`config.mk`:
```
export PLATFORM = sky130hd
export DESIGN_NAME = mem_buffer_writer
export DESIGN_NICKNAME = d
export VERILOG_FILES = /design/src/rtl/mem_buffer_writer.sv
export SDC_FILE = /design/constraint.sdc
export NUM_CORES = 1
export LEC_CHECK = 0
export CAP_MARGIN = 20
export CORE_AREA = 4 4 482 484
export CTS_CLUSTER_SIZE = 24
export DETAILED_ROUTE_END_ITERATION = 6
export DIE_AREA = 0 0 486 488
export PLACE_DENSITY = 0.36
export SLEW_MARGIN = 20
export SYNTH_ARGS = -nofsm -noshare
export SYNTH_HDL_FRONTEND = slang
export SYNTH_SLANG_ARGS = --single-unit
```
`constraint.sdc`:
```
create_clock -name clk -period 5 [get_ports clk]
set_input_delay 1 -clock clk [delete_from_list [all_inputs] [get_ports clk]]
set_output_delay 1 -clock clk [all_outputs]
set_load 0.05 [all_outputs]
```
`src/rtl/mem_buffer_writer.sv`:
```
// mem_buffer_writer: consumer end of a per-stream buffer-descriptor interface.
// Pops (vaddr, size) descriptors, stamps a virtual address on each beat of the
// incoming stream, closes a buffer when it is full or the stream ends, and
// reports a completion record. A flush pulse closes the current buffer and
// discards every stale descriptor still queued upstream.
module mem_buffer_writer #(
  parameter int unsigned VADDR_BITS = 48,
  parameter int unsigned SIZE_BITS  = 28,
  parameter int unsigned DATA_BITS  = 512,
  parameter int unsigned BEAT_BYTES = DATA_BITS / 8
) (
  input  logic                  clk,
  input  logic                  rst_n,
  // descriptor interface
  input  logic                  buf_valid,
  output logic                  buf_ready,
  input  logic [VADDR_BITS-1:0] buf_vaddr,
  input  logic [SIZE_BITS-1:0]  buf_size,
  input  logic                  flush_buffers,
  // input stream
  input  logic                  in_valid,
  output logic                  in_ready,
  input  logic [DATA_BITS-1:0]  in_data,
  input  logic                  in_last,
  // addressed output stream
  output logic                  out_valid,
  input  logic                  out_ready,
  output logic [DATA_BITS-1:0]  out_data,
  output logic [VADDR_BITS-1:0] out_vaddr,
  output logic                  out_buf_last,
  // completion records
  output logic                  done_valid,
  input  logic                  done_ready,
  output logic [VADDR_BITS-1:0] done_vaddr,
  output logic [SIZE_BITS-1:0]  done_bytes,
  output logic                  done_stream_end
);

  // byte offset bits inside one beat; BEAT_BYTES is a power of two
  localparam int unsigned OFF_BITS = $clog2(BEAT_BYTES);

  typedef enum logic [1:0] {
    IDLE   = 2'd0,
    ACTIVE = 2'd1,
    DONE   = 2'd2,
    DRAIN  = 2'd3
  } state_t;

  state_t                state;
  state_t                state_nxt;

  // held low for the first cycle after reset so no handshake overlaps reset release
  logic                  run;

  logic [VADDR_BITS-1:0] base;
  logic [VADDR_BITS-1:0] base_nxt;
  logic [SIZE_BITS-1:0]  beats_total;
  logic [SIZE_BITS-1:0]  beats_total_nxt;
  logic [SIZE_BITS-1:0]  beat_cnt;
  logic [SIZE_BITS-1:0]  beat_cnt_nxt;
  logic                  flush_pending;
  logic                  flush_pending_nxt;

  logic [VADDR_BITS-1:0] done_vaddr_nxt;
  logic [SIZE_BITS-1:0]  done_bytes_nxt;
  logic                  done_stream_end_nxt;

  logic [SIZE_BITS-1:0]  desc_beats_c;
  logic                  last_c;
  logic                  beat_hs_c;
  logic [SIZE_BITS-1:0]  cnt_after_c;

  // usable whole beats in the offered descriptor; remainder bytes are dropped
  assign desc_beats_c = SIZE_BITS'(buf_size >> OFF_BITS);

  // beat payload is a straight pass-through; address is base plus beat offset
  assign out_data  = in_data;
  assign out_vaddr = base + (VADDR_BITS'(beat_cnt) << OFF_BITS);

  // state and bookkeeping registers
  always_ff @(posedge clk or negedge rst_n) begin
    if (!rst_n) begin
      state           <= IDLE;
      run             <= 1'b0;
      base            <= '0;
      beats_total     <= '0;
      beat_cnt        <= '0;
      flush_pending   <= 1'b0;
      done_vaddr      <= '0;
      done_bytes      <= '0;
      done_stream_end <= 1'b0;
    end else begin
      state           <= state_nxt;
      run             <= 1'b1;
      base            <= base_nxt;
      beats_total     <= beats_total_nxt;
      beat_cnt        <= beat_cnt_nxt;
      flush_pending   <= flush_pending_nxt;
      done_vaddr      <= done_vaddr_nxt;
      done_bytes      <= done_bytes_nxt;
      done_stream_end <= done_stream_end_nxt;
    end
  end

  // next-state, handshake and bookkeeping decisions
  always_comb begin
    state_nxt           = state;
    base_nxt            = base;
    beats_total_nxt     = beats_total;
    beat_cnt_nxt        = beat_cnt;
    flush_pending_nxt   = flush_pending | flush_buffers;
    done_vaddr_nxt      = done_vaddr;
    done_bytes_nxt      = done_bytes;
    done_stream_end_nxt = done_stream_end;
    buf_ready           = 1'b0;
    in_ready            = 1'b0;
    out_valid           = 1'b0;
    out_buf_last        = 1'b0;
    done_valid          = 1'b0;
    last_c              = (beat_cnt == (beats_total - SIZE_BITS'(1))) | in_last;
    beat_hs_c           = 1'b0;
    cnt_after_c         = beat_cnt;

    case (state)
      IDLE: begin
        buf_ready = run & ~flush_pending;
        if (flush_pending) begin
          state_nxt = DRAIN;
        end else if (run && buf_valid) begin
          base_nxt        = buf_vaddr;
          beats_total_nxt = desc_beats_c;
          beat_cnt_nxt    = '0;
          // a descriptor too small for one beat is silently dropped
          if (desc_beats_c != '0) begin
            state_nxt = ACTIVE;
          end
        end
      end

      ACTIVE: begin
        // the beat path closes from the cycle after a flush has been seen
        if (!flush_pending) begin
          out_valid    = in_valid;
          in_ready     = out_ready;
          out_buf_last = last_c;
        end
        beat_hs_c    = in_valid & out_ready & ~flush_pending;
        cnt_after_c  = beat_cnt + SIZE_BITS'(beat_hs_c);
        beat_cnt_nxt = cnt_after_c;
        if (beat_hs_c && last_c) begin
          state_nxt           = DONE;
          done_vaddr_nxt      = base;
          done_bytes_nxt      = SIZE_BITS'(cnt_after_c << OFF_BITS);
          done_stream_end_nxt = in_last;
        end else if (flush_buffers || flush_pending) begin
          if (cnt_after_c != '0) begin
            state_nxt           = DONE;
            done_vaddr_nxt      = base;
            done_bytes_nxt      = SIZE_BITS'(cnt_after_c << OFF_BITS);
            done_stream_end_nxt = 1'b0;
          end else begin
            state_nxt = DRAIN;
          end
        end
      end

      DONE: begin
        done_valid = 1'b1;
        if (done_ready) begin
          state_nxt = (flush_pending || flush_buffers) ? DRAIN : IDLE;
        end
      end

      DRAIN: begin
        // swallow every stale descriptor until the upstream queue runs dry
        buf_ready = 1'b1;
        if (!buf_valid) begin
          state_nxt         = IDLE;
          flush_pending_nxt = flush_buffers;
        end
      end

      default: begin
        state_nxt = IDLE;
      end
    endcase
  end

endmodule

```
# --- After elaboration in Yosys (flattened, before gate mapping) ---
# Index checks and enable logic that the tools add are counted.
# W data, S select, Z words.
totals:
  elab_cells: 74
  input_bits: 596
  regBits: 179
  out_inout_bits: 642
classes:
  eq_ne: 11
  n_addsub: 3
  bitwise_logic: 6
  muxes: 32
  reduce_logical: 13
op_table:
  columns: ["operator", "n"]
  rows:
  - ["$mux W48", 3]
  - ["$mux W28", 5]
  - ["$pmux W28 S2", 1]
  - ["$reduce_bool A28 Y1", 2]
  - ["$add A48 B34 Y48", 1]
  - ["$add A28 B1 Y28", 1]
  - ["$eq A28 B28 Y1", 1]
  - ["$sub A22 B1 Y23 const B", 1]
  - ["$mux W2", 8]
  - ["$mux W1", 13]
  - ["$ne A3 B3 Y1 const B", 3]
  - ["$reduce_and A3 Y1", 3]
  - ["$ne A2 B2 Y1 const B", 4]
  - ["$pmux W2 S4", 1]
  - ["$reduce_bool A2 Y1", 3]
  - ["$reduce_and A5 Y1", 1]
  - ["$eq A2 B2 Y1 const B", 2]
  - ["$and A1 B1 Y1", 3]
  - ["$eq A2 B1 Y1 const B", 1]
  - ["$logic_and A1 B1 Y1", 2]
  - ["$logic_not A2 Y1", 1]
  - ["$or A1 B1 Y1", 2]
  - ["$pmux W1 S2", 1]
  - ["$logic_or A1 B1 Y1", 1]
  - ["$not A1 Y1", 1]

# --- Depth between registers and ports, before layout ---
depth:
  word_depth: 8
  ltp_mapped: 17
  mapped_depth_nobuf: 13

# --- Worst setup path after synthesis ---
# OpenSTA, ideal clock, no wires.
synth_timing:
  path_kind: "reg-to-output"
  start: "reg beats_total[0]"
  end: "out out_buf_last"
  t_required_ns: 4.000
  arrival_ns: 3.510
  path_buffers: 0
  setup_slack_ns: 0.490
  stages_incl_launch_ff: 10
  cell_sequence: "dfrtp_1 inv_1 ha_1 or3b_4 o31ai_2 a211o_1 o311ai_1 or4b_4 o31a_1 nor3_1"
synth_between:
  elab_chain_cells: 5
synth_rtl:
  columns: ["element", "line", "text"]
  rows:
  - ["start, declared", "57", "logic [SIZE_BITS-1:0] beats_total;"]
  - ["start signal, assigned", "96", "beats_total <= beats_total_nxt;"]
  - ["$sub A22 B1 Y23", "120", "last_c = (beat_cnt == (beats_total - SIZE_BITS'(1))) | in_last;"]
  - ["$eq A28 B28 Y1", "120", null]
  - ["$or A1 B1 Y1", "120", null]
  - ["$mux W1", "142", "if (!flush_pending) begin"]
  - ["$mux W1", "124", "case (state)"]
  - ["end, declared", "30", "output logic out_buf_last,"]
# No other way between the ends.

# --- Worst setup path in the final report ---
layout_timing:
  start: "reg beats_total[1]"
  end: "out out_buf_last"
# Same word-level chain as after synthesis.

==> impl_metrics.yaml <==
synth:
  synth_seq_area_share: 0.302
  synth.area.top_cells: "dfrtp_1 (30%), buf_4 (27%), mux2_2 (10%), xnor2_1 (3.2%), ha_1 (3.1%)"
  avgSynthCellArea_sq_um: 9.39
  yosys_warnings: 0
  ys_seq_elements: 173
  ys.flop_type: "dfrtp_1"
  synth_commonest_cells: "buf_4 (524), dfrtp_1 (173), mux2_2 (129)"
  synth.most_common_cell: "buf_4"
  yosysTopAreaCell: "dfrtp_1"
  yosys.area.top_type_share: 0.302
  synth-async-reset-ratio: 1.00
  synth_edf_count: 0
  synth_area_sq_mm: 0.0143
  synth_cell_types: 75
  postSynthCellCount: 1527
floorplanning:
  dieHeight_um: 488
  placementRows: 175
  start_util: 0.0631
  die_width_um: 486
  dieArea_sq_mm: 0.237
  core_sq_mm: 0.227
  ios: 1238
worst_setup_path:
  crit_path_top_delay_cell: "or4b_4"
  crit_buf_inv: 2
  cp-start-kind: "register"
  critPathLaunch: "beats_total[1]$_DFFE_PN0P_"
  r2r_setup_slack_ns: 0.93
  cp_data_arrival_time_ns: 3.74
  r2r-start: "flush_pending$_DFF_PN0_"
  crit_path_end_kind: "output port"
  critPathKind: "reg -> out"
  crit_family: "simple AND/OR/NAND/NOR gates"
  required_ns: 4.00
  critical_path.cell_chain: "inv_1 > ha_1 > or3b_4 > o41ai_1 > o311ai_1 > or4b_4 > o31a_1 > nor3_1 > buf_12"
  critPathMaxStageDelay_ns: 0.58
  worst-path-max-fanout: 7
drt:
  wirelength_um: 123000
  routedWlPerCell_um: 28.7
  firstDrtPassIters: 5
  drc: 0
  ant_nets: 0
  vias: 9873
  drtIter0Drc: 399
  avgViaCountPerCell: 2.30
worst_hold_path:
  hp-class: "in -> async"
sta:
  final.setup.tns_ns: 0
  setup_viol: 0
  hold_violations: 0
  drv_slew: 0
  timing.fmax_ghz: 0.211
  worst_slew_pin_slew_ns: 0.933
  slew_headroom: 0.378
  skew_ns: 0.0211
  fin_crit_ns: 4.74
  finalCritPeriodShare: 0.948
  rsz0062_at_grt: "true"
place:
  hpwl_um: 111000
  routabilityCongestion: 0.842
  port_buffers: 201
clocking:
  clock_latency_ns: 0.52
  clkSinkCount: 173
  cts_max_path_buffers: 2
  h-tree-depth: 4
  clk_pin_slew_worst_paths_ns: 0.09
  cts_made_buffers: 17
  cts_tree: "done"
  clock-root-buffer: "clkbuf_16"
final_layout:
  final_core_util: 0.0777
  seqCellArea_sq_mm: 0.00434
  drive_gt1_frac: 0.266
  multi_input_area_sq_mm: 0.00589
  area_growth_pct: 23.3
  nFillCells: 26597
  nets: 1883
global_routing:
  grt_max_degree: 83
  grt_use_total: 0.100
  grt_pass1_vias: 10007
  grt_pass1_wl_um: 146000
  grt_overflow_total: 0
  grt_antenna_before_repair: 34
power:
  leakagePower_nw: 6.46
  peakVddDrop_v: 0.000310
  p_per_area_mw_per_mm2: 406
job:
  maxCapViolCount: 0
run_status:
  status: "complete, no violations"
## through the flow
stage / total power [mW] / instances / hold slack, ns / instance area, sq um / worst slack (ns)
finish: 7.17 / 4291 / 0.487 / 17700 / 0.260
global route: 7.70 / 4275 / 0.507 / 17600 / -0.0266
CTS: 7.43 / 4270 / 0.483 / 17500 / 0.00326
detailed placement: 5.88 / 4236 / 0.495 / 16900 / -0.149
global placement: 5.86 / 4236 / 0.490 / 16900 / -0.187
floorplan: 5.19 / 1532 / 0.499 / 14400 / 0.490
## what timing repair did
action                                  in CTS  in global routing
gates resized for setup                     21                 18
endpoints found under the setup margin      17                 14
pin swaps                                    6                 10
hold buffers                                 0                  0
setup buffers                                2                  3
cloned                                       0                  0
## state kept, by name, summed over array words and instances, names as in the netlist
| register | flops |
|---|---|
| flush_pending | 1 |
| beats_total | 22 |
| done_vaddr | 48 |
| done_stream_end | 1 |
| done_bytes | 22 |
| base | 48 |
| beat_cnt | 28 |
| state | 2 |
| run | 1 |
## report_power, final
part | internal, mW | switching (mW)
Clock | 0.670 | 0.758
Sequential | 1.69 | 0.420
Combinational | 1.41 | 2.22
Total | 3.77 | 3.40
## layout make-up
| class | instances | share of cell area |
|---|---|---|
| multi-input combinational | 750 | 0.334 |
| sequential | 173 | 0.246 |
| tap | 3009 | 0.213 |
| timing repair buffer | 274 | 0.165 |
| clock buffer | 18 | 0.0249 |
| clock inverter | 14 | 0.00744 |
| inverter | 35 | 0.00744 |
| antenna | 18 | 0.00255 |
## final timing paths
check,to,cells after the start
max,out_buf_last,9
min,base[2]$_DFFE_PN0P_,1
max reg2reg,done_vaddr[9]$_DFFE_PN0P_,15
min in group clk,done_vaddr[13]$_DFFE_PN0P_,1
min reg2reg,done_vaddr[13]$_DFFE_PN0P_,1
max in group asynchronous,base[20]$_DFFE_PN0P_,2
## cell usage in the layout, fill, tap and decap left out, types with 16 or more instances in the layout
cell type,instances
a21o_1,17
a21oi_1,44
buf_12,36
buf_4,75
clkbuf_16,17
clkdlybuf4s50_1,162
dfrtp_1,163
diode_2,18
ha_1,30
inv_1,35
mux2_2,129
nand2_1,54
nand3_1,28
nand4_1,18
nor2_1,50
nor3_1,18
o21ai_0,48
or3_1,16
xnor2_1,52
xor2_1,24
## cell families after synthesis
| logic type | share of synthesized area |
|---|---|
| other | 0.000524 |
| AOI/OAI and AO/OA | 0.0961 |
| muxes | 0.114 |
| xor gates and xnor gates | 0.0477 |
| and+or+nand+nor | 0.109 |
| DFF | 0.302 |
| buffers and inverters | 0.300 |
| adders and majority gates | 0.0320 |
## per-layer routing
layer	share of wire	global-route usage	wire (um)
met5	0.0039	0.0118	476
met4	0.027	0.0300	3370
met3	0.30	0.140	36600
met2	0.46	0.160	56500
met1	0.21	0.0611	26000
Power figures use the tool's default switching activity.
